### config.mk
export PLATFORM = sky130hd
export DESIGN_NAME = reglk_bank
export DESIGN_NICKNAME = d
export VERILOG_FILES = /design/src/rtl/reglk_pkg.sv /design/src/rtl/reglk_unlock_fsm.sv /design/src/rtl/reglk_bank.sv
export SDC_FILE = /design/constraint.sdc
export NUM_CORES = 1
export LEC_CHECK = 0
export ABC_CLOCK_PERIOD_IN_PS = 3300
export BUFFER_PORTS_ARGS = -buffer_cell sky130_fd_sc_hd__buf_4
export CORE_MARGIN = 2
export CORE_UTILIZATION = 30
export DETAILED_ROUTE_END_ITERATION = 12
export GPL_TIMING_DRIVEN = 1
export PLACE_DENSITY_LB_ADDON = 0.12
export SYNTH_ARGS = -nofsm -noshare
export SYNTH_HDL_FRONTEND = slang
export SYNTH_SLANG_ARGS = --single-unit
### constraint.sdc
create_clock -name clk_i -period 3.3 [get_ports clk_i]
set_clock_uncertainty 0.2 [all_clocks]
set_input_delay 0.495 -clock clk_i [delete_from_list [all_inputs] [get_ports clk_i]]
set_output_delay 0.495 -clock clk_i [all_outputs]
set_load 0.02 [all_outputs]
### src/rtl/reglk_pkg.sv
// Shared types and constants for the register-lock bank and its unlock FSM.
package reglk_pkg;

  typedef enum logic [1:0] {
    ST_OPEN        = 2'd0,
    ST_LOCKED      = 2'd1,
    ST_UNLOCK_WAIT = 2'd2
  } reglk_state_e;

  typedef struct packed {
    logic        vld;
    logic        err;
    logic [31:0] data;
  } reglk_rsp_t;

  localparam int          STATUS_IDX   = 30;
  localparam int          CTRL_IDX     = 31;
  localparam logic [31:0] DEF_LOCK_KEY = 32'hA5C3_0001;

  function automatic int num_words(input int nb, input int lk);
    return (nb * lk + 31) / 32;
  endfunction

endpackage

### src/rtl/reglk_unlock_fsm.sv
// Global OPEN/LOCKED/UNLOCK_WAIT state with the timed JTAG unlock counter.
module reglk_unlock_fsm import reglk_pkg::*; #(
  parameter int UNLOCK_CYCLES = 16
) (
  input  logic       clk_i,
  input  logic       rst_ni,
  input  logic       soft_rst_i,
  input  logic       lock_req,
  input  logic       jtag_unlock,
  input  logic       fault,
  output logic [1:0] state,
  output logic       locked
);

  localparam int CW   = $clog2(UNLOCK_CYCLES + 1);
  // Entry into UNLOCK_WAIT already counts as the first high cycle.
  localparam int LAST = (UNLOCK_CYCLES > 1) ? UNLOCK_CYCLES - 2 : 0;
  localparam bit DIRECT = (UNLOCK_CYCLES == 1);

  reglk_state_e  st;
  logic [CW-1:0] cnt;

  assign state = st;

  always_ff @(posedge clk_i or negedge rst_ni) begin
    if (!rst_ni) begin
      st     <= ST_OPEN;
      cnt    <= '0;
      locked <= 1'b0;
    end else if (soft_rst_i) begin
      st     <= ST_OPEN;
      cnt    <= '0;
      locked <= 1'b0;
    end else if (fault) begin
      st     <= ST_LOCKED;
      cnt    <= '0;
      locked <= 1'b1;
    end else begin
      case (st)
        ST_OPEN: begin
          if (lock_req) begin
            st     <= ST_LOCKED;
            locked <= 1'b1;
          end
        end
        ST_LOCKED: begin
          if (jtag_unlock) begin
            cnt <= '0;
            if (DIRECT) begin
              st     <= ST_OPEN;
              locked <= 1'b0;
            end else begin
              st <= ST_UNLOCK_WAIT;
            end
          end
        end
        ST_UNLOCK_WAIT: begin
          if (!jtag_unlock) begin
            st  <= ST_LOCKED;
            cnt <= '0;
          end else if (cnt == CW'(LAST)) begin
            st     <= ST_OPEN;
            cnt    <= '0;
            locked <= 1'b0;
          end else begin
            cnt <= cnt + CW'(1);
          end
        end
        default: begin
          st     <= ST_LOCKED;
          cnt    <= '0;
          locked <= 1'b1;
        end
      endcase
    end
  end

endmodule

### src/rtl/reglk_bank.sv
// Register-lock bank: lock-word storage, bus decode, registered response.
// Optional per-word parity with sticky fault under `REGLK_PARITY_EN.
module reglk_bank import reglk_pkg::*; #(
  parameter int          NB_PERIPHERALS = 14,
  parameter int          LK_BITS        = 8,
  parameter int          UNLOCK_CYCLES  = 16,
  parameter logic [31:0] LOCK_KEY       = DEF_LOCK_KEY
) (
  input  logic                             clk_i,
  input  logic                             rst_ni,
  input  logic                             soft_rst_i,
  input  logic                             jtag_unlock_i,
  input  logic                             acct_ok_i,
  input  logic                             req_i,
  input  logic                             we_i,
  input  logic [7:0]                       addr_i,
  input  logic [31:0]                      wdata_i,
  output logic                             rvalid_o,
  output logic [31:0]                      rdata_o,
  output logic                             err_o,
  output logic [NB_PERIPHERALS*LK_BITS-1:0] reglk_o,
  output logic                             locked_o
);

  localparam int TOTAL     = NB_PERIPHERALS * LK_BITS;
  localparam int NUM_WORDS = num_words(NB_PERIPHERALS, LK_BITS);

  logic [NUM_WORDS-1:0][31:0] words;
  logic [NUM_WORDS-1:0][31:0] mask;
  logic [NUM_WORDS*32-1:0]    flat;
  logic [4:0]                 idx;
  logic [31:0]                rd_word, sel_mask, wdata_m;
  logic [1:0]                 state;
  logic                       fault, is_open, wr_en, lock_req;
  reglk_rsp_t                 rsp_d, rsp_q;
  logic                       unused;

  assign idx     = addr_i[7:3];
  assign flat    = words;
  assign is_open = (state == ST_OPEN) && !fault;
  assign wdata_m = wdata_i & sel_mask;
  assign unused  = ^{addr_i[2:0], flat};

  // Bits past the last peripheral are never stored, so they read back 0.
  for (genvar w = 0; w < NUM_WORDS; w++) begin : g_mask
    localparam int VALID = (TOTAL - w * 32 >= 32) ? 32 : TOTAL - w * 32;
    assign mask[w] = (VALID >= 32) ? '1 : 32'((64'd1 << VALID) - 64'd1);
  end

  always_comb begin
    rd_word  = '0;
    sel_mask = '0;
    for (int w = 0; w < NUM_WORDS; w++) begin
      if (int'(idx) == w) begin
        rd_word  = words[w];
        sel_mask = mask[w];
      end
    end
  end

  always_comb begin
    rsp_d     = '0;
    rsp_d.vld = req_i;
    wr_en     = 1'b0;
    lock_req  = 1'b0;
    if (req_i) begin
      if (!acct_ok_i) begin
        rsp_d.err = 1'b1;
      end else if (int'(idx) < NUM_WORDS) begin
        if (we_i) begin
          if (is_open) wr_en = 1'b1;
          else         rsp_d.err = 1'b1;
        end else if (is_open) begin
          rsp_d.data = rd_word;
        end
      end else if (idx == 5'(STATUS_IDX)) begin
        if (we_i) rsp_d.err  = 1'b1;
        else      rsp_d.data = {29'd0, fault, state};
      end else if (idx == 5'(CTRL_IDX)) begin
        if (we_i && is_open && wdata_i == LOCK_KEY) lock_req = 1'b1;
        else                                         rsp_d.err = 1'b1;
      end else begin
        rsp_d.err = 1'b1;
      end
    end
  end

  always_ff @(posedge clk_i or negedge rst_ni) begin
    if (!rst_ni)         words <= '0;
    else if (soft_rst_i) words <= '0;
    else if (wr_en) begin
      for (int w = 0; w < NUM_WORDS; w++)
        if (int'(idx) == w) words[w] <= wdata_m;
    end
  end

  always_ff @(posedge clk_i or negedge rst_ni) begin
    if (!rst_ni)         rsp_q <= '0;
    else if (soft_rst_i) rsp_q <= '0;
    else                 rsp_q <= rsp_d;
  end

`ifdef REGLK_PARITY_EN
  logic [NUM_WORDS-1:0] par;
  logic                 fault_q, mismatch;

  always_comb begin
    mismatch = 1'b0;
    for (int w = 0; w < NUM_WORDS; w++) mismatch |= (^words[w]) ^ par[w];
  end

  // Fault is sticky until a hard or soft reset.
  always_ff @(posedge clk_i or negedge rst_ni) begin
    if (!rst_ni) begin
      par     <= '0;
      fault_q <= 1'b0;
    end else if (soft_rst_i) begin
      par     <= '0;
      fault_q <= 1'b0;
    end else begin
      fault_q <= fault_q | mismatch;
      if (wr_en) begin
        for (int w = 0; w < NUM_WORDS; w++)
          if (int'(idx) == w) par[w] <= ^wdata_m;
      end
    end
  end

  assign fault = fault_q;
`else
  assign fault = 1'b0;
`endif

  reglk_unlock_fsm #(.UNLOCK_CYCLES(UNLOCK_CYCLES)) u_fsm (
    .clk_i       (clk_i),
    .rst_ni      (rst_ni),
    .soft_rst_i  (soft_rst_i),
    .lock_req    (lock_req),
    .jtag_unlock (jtag_unlock_i),
    .fault       (fault),
    .state       (state),
    .locked      (locked_o)
  );

  assign rvalid_o = rsp_q.vld;
  assign err_o    = rsp_q.err;
  assign rdata_o  = rsp_q.data;
  assign reglk_o  = fault ? '1 : flat[TOTAL-1:0];

endmodule

==> metrics.txt, run 1 <==
Seq/Total Area, Yosys 0.500; Routed Wire Length roughly 25 mm; initial core utilization 0.305; Design Power about 4300 uW; final total negative setup slack 0 ns; achievable frequency ~400 MHz; post-CTS repair timing setup buffer count 0; worst hold-check slack between 0.15 and 0.2 ns; count of boundary I/O pins ~190; number of clock sinks seen by CTS 170; EDFF count, synth 0; maximum number of pins on one net before global-route repair between 60 and 70; fill cell count between 2000 and 3000; MaxCap Viol Count 0; total of endpoints with negative setup slack in the final report 0; total nets after synthesis approximately 850; internal power 3250 uW; Bufs on Longest Clock Path 2; Worst path depth 5; result of the run finished clean; per-cell routed wire length approximately 20 um; diode insertion count for antenna repair 0; endpoint class of the critical path flip-flop; Fin. Hold Viols 0; via count of the first global-routing pass 6131; Final Non-Filler Cells 1268; count of H-tree levels built during CTS 4; Chip Height 172 um; cell with the most instances after synthesis sky130_fd_sc_hd__dfrtp_1; Yosys top cell area share 0.500; Slowest cell on crit path sky130_fd_sc_hd__or4_2; synthesized area per cell ~11 um^2; cell breakdown of the critical path or2_4, or4_2, buf_12, nand3b_1, o21ai_0; end of the worst register-to-register path reglk_o[90]; Clk pwr share 0.463; overall die area 0.0297 mm^2; fraction of power spent switching nets 0.249; most area-hungry cell type in the Yosys netlist sky130_fd_sc_hd__dfrtp_1; power share of the sequential group 0.482; Crit path arrival time 2.59 ns; reg-to-reg setup timing slack roughly 0.80 ns; DR vias about 6000; placeable core area 0.0279 mm^2; number of nets in the layout ~930; cell family with most CP delay simple AND/OR/NAND/NOR gates; Comb pwr share 0.055; total overflow reported by the global router 0; leakage 0.00452 uW; number of design rule violations left after detail routing 0; Final period util 0.758; Worst Hold Depth 2; weighted congestion at the end of routability-driven global placement around 0.74; number of antenna-violating nets in the routed design 0; cts bufs inserted 17; unrepaired setup endpoints after global routing no; Chip Width 172 um; primary flip-flop cell chosen by synthesis mapping sky130_fd_sc_hd__dfrtp_1; number of antenna violations at the first check in global routing 0; leading post-synthesis cells by cell area sky130_fd_sc_hd__dfrtp_1 (50%), sky130_fd_sc_hd__buf_4 (9.9%), sky130_fd_sc_hd__mux4_2 (7.9%), sky130_fd_sc_hd__nand2_1 (5.4%), sky130_fd_sc_hd__nand3b_1 (4.3%); post-synthesis cell count roughly 810; source of the critical timing path u_fsm.state[1]; first-pass GRT wire length between 30 and 40 mm; CP peak stage delay 0.86 ns; NetSw approximately 1100 uW; buffers added on ports 190; number of buffers and inverters on the critical path 1; cells resized by post-CTS repair 0; required time of the critical path between 3 and 4 ns; startpoint of the worst-slack reg-to-reg timing path u_fsm.state[1]; Slew Limit Fails 0; total routing resource utilization after global routing 0.175; cell types with the highest counts after synthesis sky130_fd_sc_hd__dfrtp_1 (170), sky130_fd_sc_hd__nand2_1 (123), sky130_fd_sc_hd__buf_4 (112), sky130_fd_sc_hd__a21oi_1 (55), sky130_fd_sc_hd__o21ai_0 (50); Async SR Flop Fraction 1.00; number of synthesis warnings 0; proportion of layout cells with a drive suffix above 1 0.324; clock tree root buffer cell sky130_fd_sc_hd__clkbuf_16; DPL Wire Length 16.9 mm; remaining max-slew budget at the tightest pin 0.464; Unique masters post-synth 43; PwrDens ~420 mW/mm^2; Clk pin slew, worst setup/hold paths 0.07 ns; synthesis-to-finish area growth 20.0%; total iterations of the first detailed-routing run 5; FF+latch count, synth between 150 and 200; termination of the worst setup path reglk_o[90]; Cells after DPL 1236; worst skew pair latency ~0.42 ns; Max Fanout on Critical Path 40; IR drop worst, VDD between 0.3 and 0.4 mV; worst slew pin tran about 0.80 ns; minimum period implied by the final worst setup slack 2.50 ns; Synth Cell Area about 0.0085 mm^2; clock tree from TritonCTS built; number of placement rows between 60 and 70; per-cell via count in the routed design between 4 and 5; iteration-0 DRC count of the detailed router between 300 and 400; category of the critical setup timing path reg -> reg; type of origin of the critical path flip-flop; path class of the lowest-slack min-delay path in -> reg; depth of the worst register-to-register path 5
power by group through the flow:
stage / Combinational [uW] / Clock, uW / Sequential [uW]
2_1_floorplan: 93.1 / 0 / 2130
3_3_place_gp: 247 / 0 / 2130
3_5_place_dp: 246 / 0 / 2130
4_1_cts: 248 / 2070 / 2080
5_1_grt: 263 / 2160 / 2080
6_report: 240 / 2000 / 2080
metrics by stage:
stage | setup WS, ns | instance area, um^2 | utilization
after CTS | 0.810 | 10200 | 0.366
after detailed placement | 0.496 | 9620 | 0.345
after global routing | 0.709 | 10200 | 0.366
final | 0.799 | 10200 | 0.366
after floorplan | 0.874 | 8500 | -
after global placement | 0.509 | 9620 | 0.345
state kept, by name, summed over array words and instances, names as in the netlist:
register	count
err_o	1
flat	16
rdata_o	32
reglk_o	112
rvalid_o	1
u_fsm.cnt	5
u_fsm.locked	1
u_fsm.state	2
layout make-up:
type                       count  area, um^2  area share
sequential                   170        4250       0.417
timing repair buffer         214        1690       0.165
clock buffer                  18         439      0.0430
tap                          378         473      0.0463
multi-input combinational    472        3200       0.314
clock inverter                13         139      0.0136
inverter                       3        11.3     0.00110
cell families after synthesis:
kind of cell | count (synthesis) | share of synthesized area
fa+ha+maj | 2 | 0.00294
mux | 48 | 0.101
compound gates | 121 | 0.0730
buf+inv | 163 | 0.126
simple gates | 301 | 0.197
flops | 170 | 0.500
layer usage:
metal	vias up	GRT usage	wire (um)
met2	130	0.272	11800
met5	-	0	0
met3	9	0.0465	1330
met1	3059	0.244	11900
li1	2775	-	-
met4	0	0.0365	161
worst min-delay path by stage:
stage                  start             end
3_5_place_dp       flat[127]       flat[127]
6_report       jtag_unlock_i  u_fsm.state[1]
3_3_place_gp       flat[127]       flat[127]
5_1_grt        jtag_unlock_i  u_fsm.state[1]
2_1_floorplan         rst_ni           err_o
4_1_cts        jtag_unlock_i  u_fsm.state[1]
layout by cell type, fill, tap and decap left out, drive strengths merged, types with 2 or more instances in the layout:
cell type,Yosys,routed
nor4b,5,5
dfrtp,170,170
or2,3,3
nor2,20,20
and2,32,32
o21ai,59,59
o21bai,2,2
mux2i,18,18
nand3b,49,49
clkinvlp,0,2
nand2b,2,2
or4,6,6
a31oi,2,2
nor4,6,6
inv,3,8
nand4b,4,4
clkinv,0,5
clkbuf,33,18
mux4,30,30
nor3b,3,3
nor2b,33,33
nor3,5,5
ha,2,2
nand2,123,123
a21oi,55,55
buf,127,213
nand3,5,5
repair_timing:
action                                  CTS  global route
endpoints found under the setup margin    0             0
hold buffers                              1             0
endpoints found under the hold margin    57             0
Power figures use the tool's default switching activity.
==> run 2, diff against run 1 <==
--- a/config.mk
+++ b/config.mk
@@ -5,7 +5,8 @@
 export SDC_FILE = /design/constraint.sdc
 export NUM_CORES = 1
 export LEC_CHECK = 0
-export ABC_CLOCK_PERIOD_IN_PS = 3300
+export ABC_AREA = 1
+export ABC_CLOCK_PERIOD_IN_PS = 2000
 export BUFFER_PORTS_ARGS = -buffer_cell sky130_fd_sc_hd__buf_4
 export CORE_MARGIN = 2
 export CORE_UTILIZATION = 30
==> constraint.sdc (replaced) <==
create_clock -name clk_i -period 2 [get_ports clk_i]
set_clock_uncertainty 0.2 [all_clocks]
set_input_delay 0.3 -clock clk_i [delete_from_list [all_inputs] [get_ports clk_i]]
set_output_delay 0.3 -clock clk_i [all_outputs]
set_load 0.02 [all_outputs]
==> run 2 against run 1 <==
Sequential power rose by 72%; combinational power rose to 3.6 times the previous value; critical endpoint is now reglk_o[105]; cell area hardly changed; sequential share of layout area about the same.
==> metrics.txt, run 2 <==
result of the run finished clean; Seq/Total Area, Yosys 0.522; adder and majority cell fraction of the synthesized area 0.00307; Chip Width between 150 and 200 um; Max Fanout on Critical Path 24; clock tree root buffer cell sky130_fd_sc_hd__clkbuf_16; Routed Wire Length roughly 25 mm; share of the synthesized area in compound gates (AO/OA/AOI/OAI) 0.130; area occupied by multi-input gates approximately 0.0026 mm^2; post-synthesis mux area share 0; Unique masters post-synth 29; synthesis-to-finish area growth 25.3%; fill cell count approximately 2800; cts bufs inserted 17; Async SR Flop Fraction 1.00; worst slew pin tran 0.344 ns; diode insertion count for antenna repair 0; post-synthesis cell count 968; total nets after synthesis between 1000 and 1500; Worst Hold Depth 3; Chip Height 169 um; leading cell type in the layout, fill and taps excluded sky130_fd_sc_hd__nand2_1; IR drop worst, VDD 0.525 mV; FF+latch count, synth 170; final total negative setup slack 0 ns; number of synthesis warnings 0; cell with the most instances after synthesis sky130_fd_sc_hd__nand2_1; Clk pin slew, worst setup/hold paths 0.07 ns; Comb pwr share 0.112; achievable frequency roughly 530 MHz; fraction of power spent switching nets 0.263; internal power 5730 uW; area used by sequential logic in the layout approximately 0.0043 mm^2; primary flip-flop cell chosen by synthesis mapping sky130_fd_sc_hd__dfrtp_1; most area-hungry cell type in the Yosys netlist sky130_fd_sc_hd__dfrtp_1; category of the critical setup timing path in -> reg; initial core utilization 0.304; worst skew pair latency between 0.4 and 0.5 ns; total of endpoints with negative setup slack in the final report 0; Bufs on Longest Clock Path 2; via count of the first global-routing pass between 6000 and 7000; Clk pwr share 0.428; flip-flop count of the largest register after layout between 100 and 150; PwrDens roughly 760 mW/mm^2; placeable core area 0.0268 mm^2; reg-to-reg setup timing slack between 0.1 and 0.15 ns; number of antenna violations at the first check in global routing 0; remaining max-slew budget at the tightest pin 0.771; synthesized area per cell between 8 and 9 um^2; most frequent cells in the layout sky130_fd_sc_hd__nand2_1 (263), sky130_fd_sc_hd__buf_4 (222), sky130_fd_sc_hd__dfrtp_1 (170); first-pass GRT wire length 38.5 mm; Synth Cell Area roughly 0.0081 mm^2; cell types with the highest counts after synthesis sky130_fd_sc_hd__nand2_1 (264), sky130_fd_sc_hd__dfrtp_1 (170), sky130_fd_sc_hd__o21ai_0 (122), sky130_fd_sc_hd__buf_4 (114), sky130_fd_sc_hd__inv_1 (65); iteration-0 DRC count of the detailed router 483; total iterations of the first detailed-routing run 5; MaxCap Viol Count 0; end of the worst register-to-register path reglk_o[4]; Crit path arrival time between 1.5 and 2 ns; per-cell routed wire length 17.8 um; number of placement rows 60; number of nets in the layout approximately 1100; leakage about 0.005 uW; Worst Hold Endpoint err_o; Yosys top cell area share 0.522; total routing resource utilization after global routing 0.179; startpoint of the worst hold path we_i; NetSw between 2000 and 2500 uW; proportion of layout cells with a drive suffix above 1 0.272; Fin. Hold Viols 0; power share of the sequential group 0.460; maximum number of pins on one net before global-route repair 65; path class of the lowest-slack min-delay path in -> reg; EDFF count, synth 0; Slew Limit Fails 0; buffers added on ports 190; startpoint of the worst-slack reg-to-reg timing path u_fsm.state[0]; number of antenna-violating nets in the routed design 0; overall die area approximately 0.028 mm^2; leading post-synthesis cells by cell area sky130_fd_sc_hd__dfrtp_1 (52%), sky130_fd_sc_hd__nand2_1 (12%), sky130_fd_sc_hd__buf_4 (11%), sky130_fd_sc_hd__o21ai_0 (7.5%), sky130_fd_sc_hd__inv_1 (3.0%); depth of the worst register-to-register path 10; minimum period implied by the final worst setup slack 1.90 ns; weighted congestion at the end of routability-driven global placement around 0.83; count of H-tree levels built during CTS 4; per-cell via count in the routed design ~4.6; number of clock sinks seen by CTS 170; Final period util 0.950; DPL Wire Length between 15 and 20 mm; number of design rule violations left after detail routing 0; total overflow reported by the global router 0; endpoint class of the critical path flip-flop; clock tree from TritonCTS built; DR vias approximately 6600; worst hold-check slack ~0.026 ns; type of origin of the critical path input port; required time of the critical path 2.08 ns; simple-gate portion of the synthesized area 0.185; xor and xnor area share after synthesis 0; count of boundary I/O pins 194; combinational family with the most area after synthesis simple AND/OR/NAND/NOR gates
[run 2: metal layers]
metal | up-vias | global-route usage | routed length, um
met5 | - | 0 | 0
met4 | 0 | 0.0465 | 348
met2 | 171 | 0.283 | 11700
met3 | 16 | 0.0306 | 1140
met1 | 3169 | 0.255 | 12200
li1 | 3214 | - | -
[run 2: kinds of logic after synthesis]
group | count (synthesis)
and+or+nand+nor | 377
buffers and inverters | 224
AOI/OAI and AO/OA | 195
DFF | 170
adders and majority gates | 2
[run 2: per-stage QoR]
| stage | area, um^2 | utilization | worst slack [ns] | cells | power (uW) |
|---|---|---|---|---|---|
| finish | 10200 | 0.381 | 0.101 | 1431 | 7780 |
| global route | 10200 | 0.381 | -0.000198 | 1431 | 8140 |
| CTS | 10200 | 0.380 | 0.0156 | 1430 | 7880 |
| detailed placement | 9490 | 0.354 | -0.0148 | 1388 | 4490 |
| global placement | 9490 | 0.354 | 0.0191 | 1388 | 4490 |
| floorplan | 8150 | - | 0.0762 | 968 | 4070 |
[run 2: power groups by stage]
stage / registers, uW / logic, uW / clock network [uW]
global placement: 3640 / 846 / 0
detailed placement: 3640 / 845 / 0
floorplan: 3640 / 432 / 0
CTS: 3580 / 863 / 3440
global route: 3590 / 967 / 3580
finish: 3580 / 870 / 3330
[run 2: critical path: stages]
cell and delay [ns]:
sky130_fd_sc_hd__dlygate4sd3_1 0.53, sky130_fd_sc_hd__buf_4 0.13, sky130_fd_sc_hd__nand2_1 0.14, sky130_fd_sc_hd__nor2_2 0.05, sky130_fd_sc_hd__buf_4 0.17, sky130_fd_sc_hd__a21oi_4 0.31, sky130_fd_sc_hd__buf_12 0.22, sky130_fd_sc_hd__o21ai_0 0.11
[run 2: repair_timing]
action                                  in CTS  in global routing
endpoints found under the setup margin       0                 14
buffers inserted                             0                  1
resized for setup                            0                  5
endpoints found under the hold margin      178                  0
hold buffers                                10                  0
[run 2: layout make-up]
cell class	count	area share
tap	341	0.0418
multi-input combinational	574	0.259
timing repair buffer	245	0.199
inverter	69	0.0256
clock buffer	19	0.0434
sequential	170	0.417
clock inverter	13	0.0140
[run 2: worst max path at each step]
stage	from	end	slack (ns)
2_1_floorplan	u_fsm.state[1]	reglk_o[11]	0.08
3_3_place_gp	addr_i[7]	rdata_o[1]	0.02
3_5_place_dp	addr_i[7]	rdata_o[1]	-0.01
4_1_cts	u_fsm.state[0]	err_o	0.02
5_1_grt	acct_ok_i	reglk_o[108]	-0.0002
6_report	acct_ok_i	reglk_o[105]	0.10
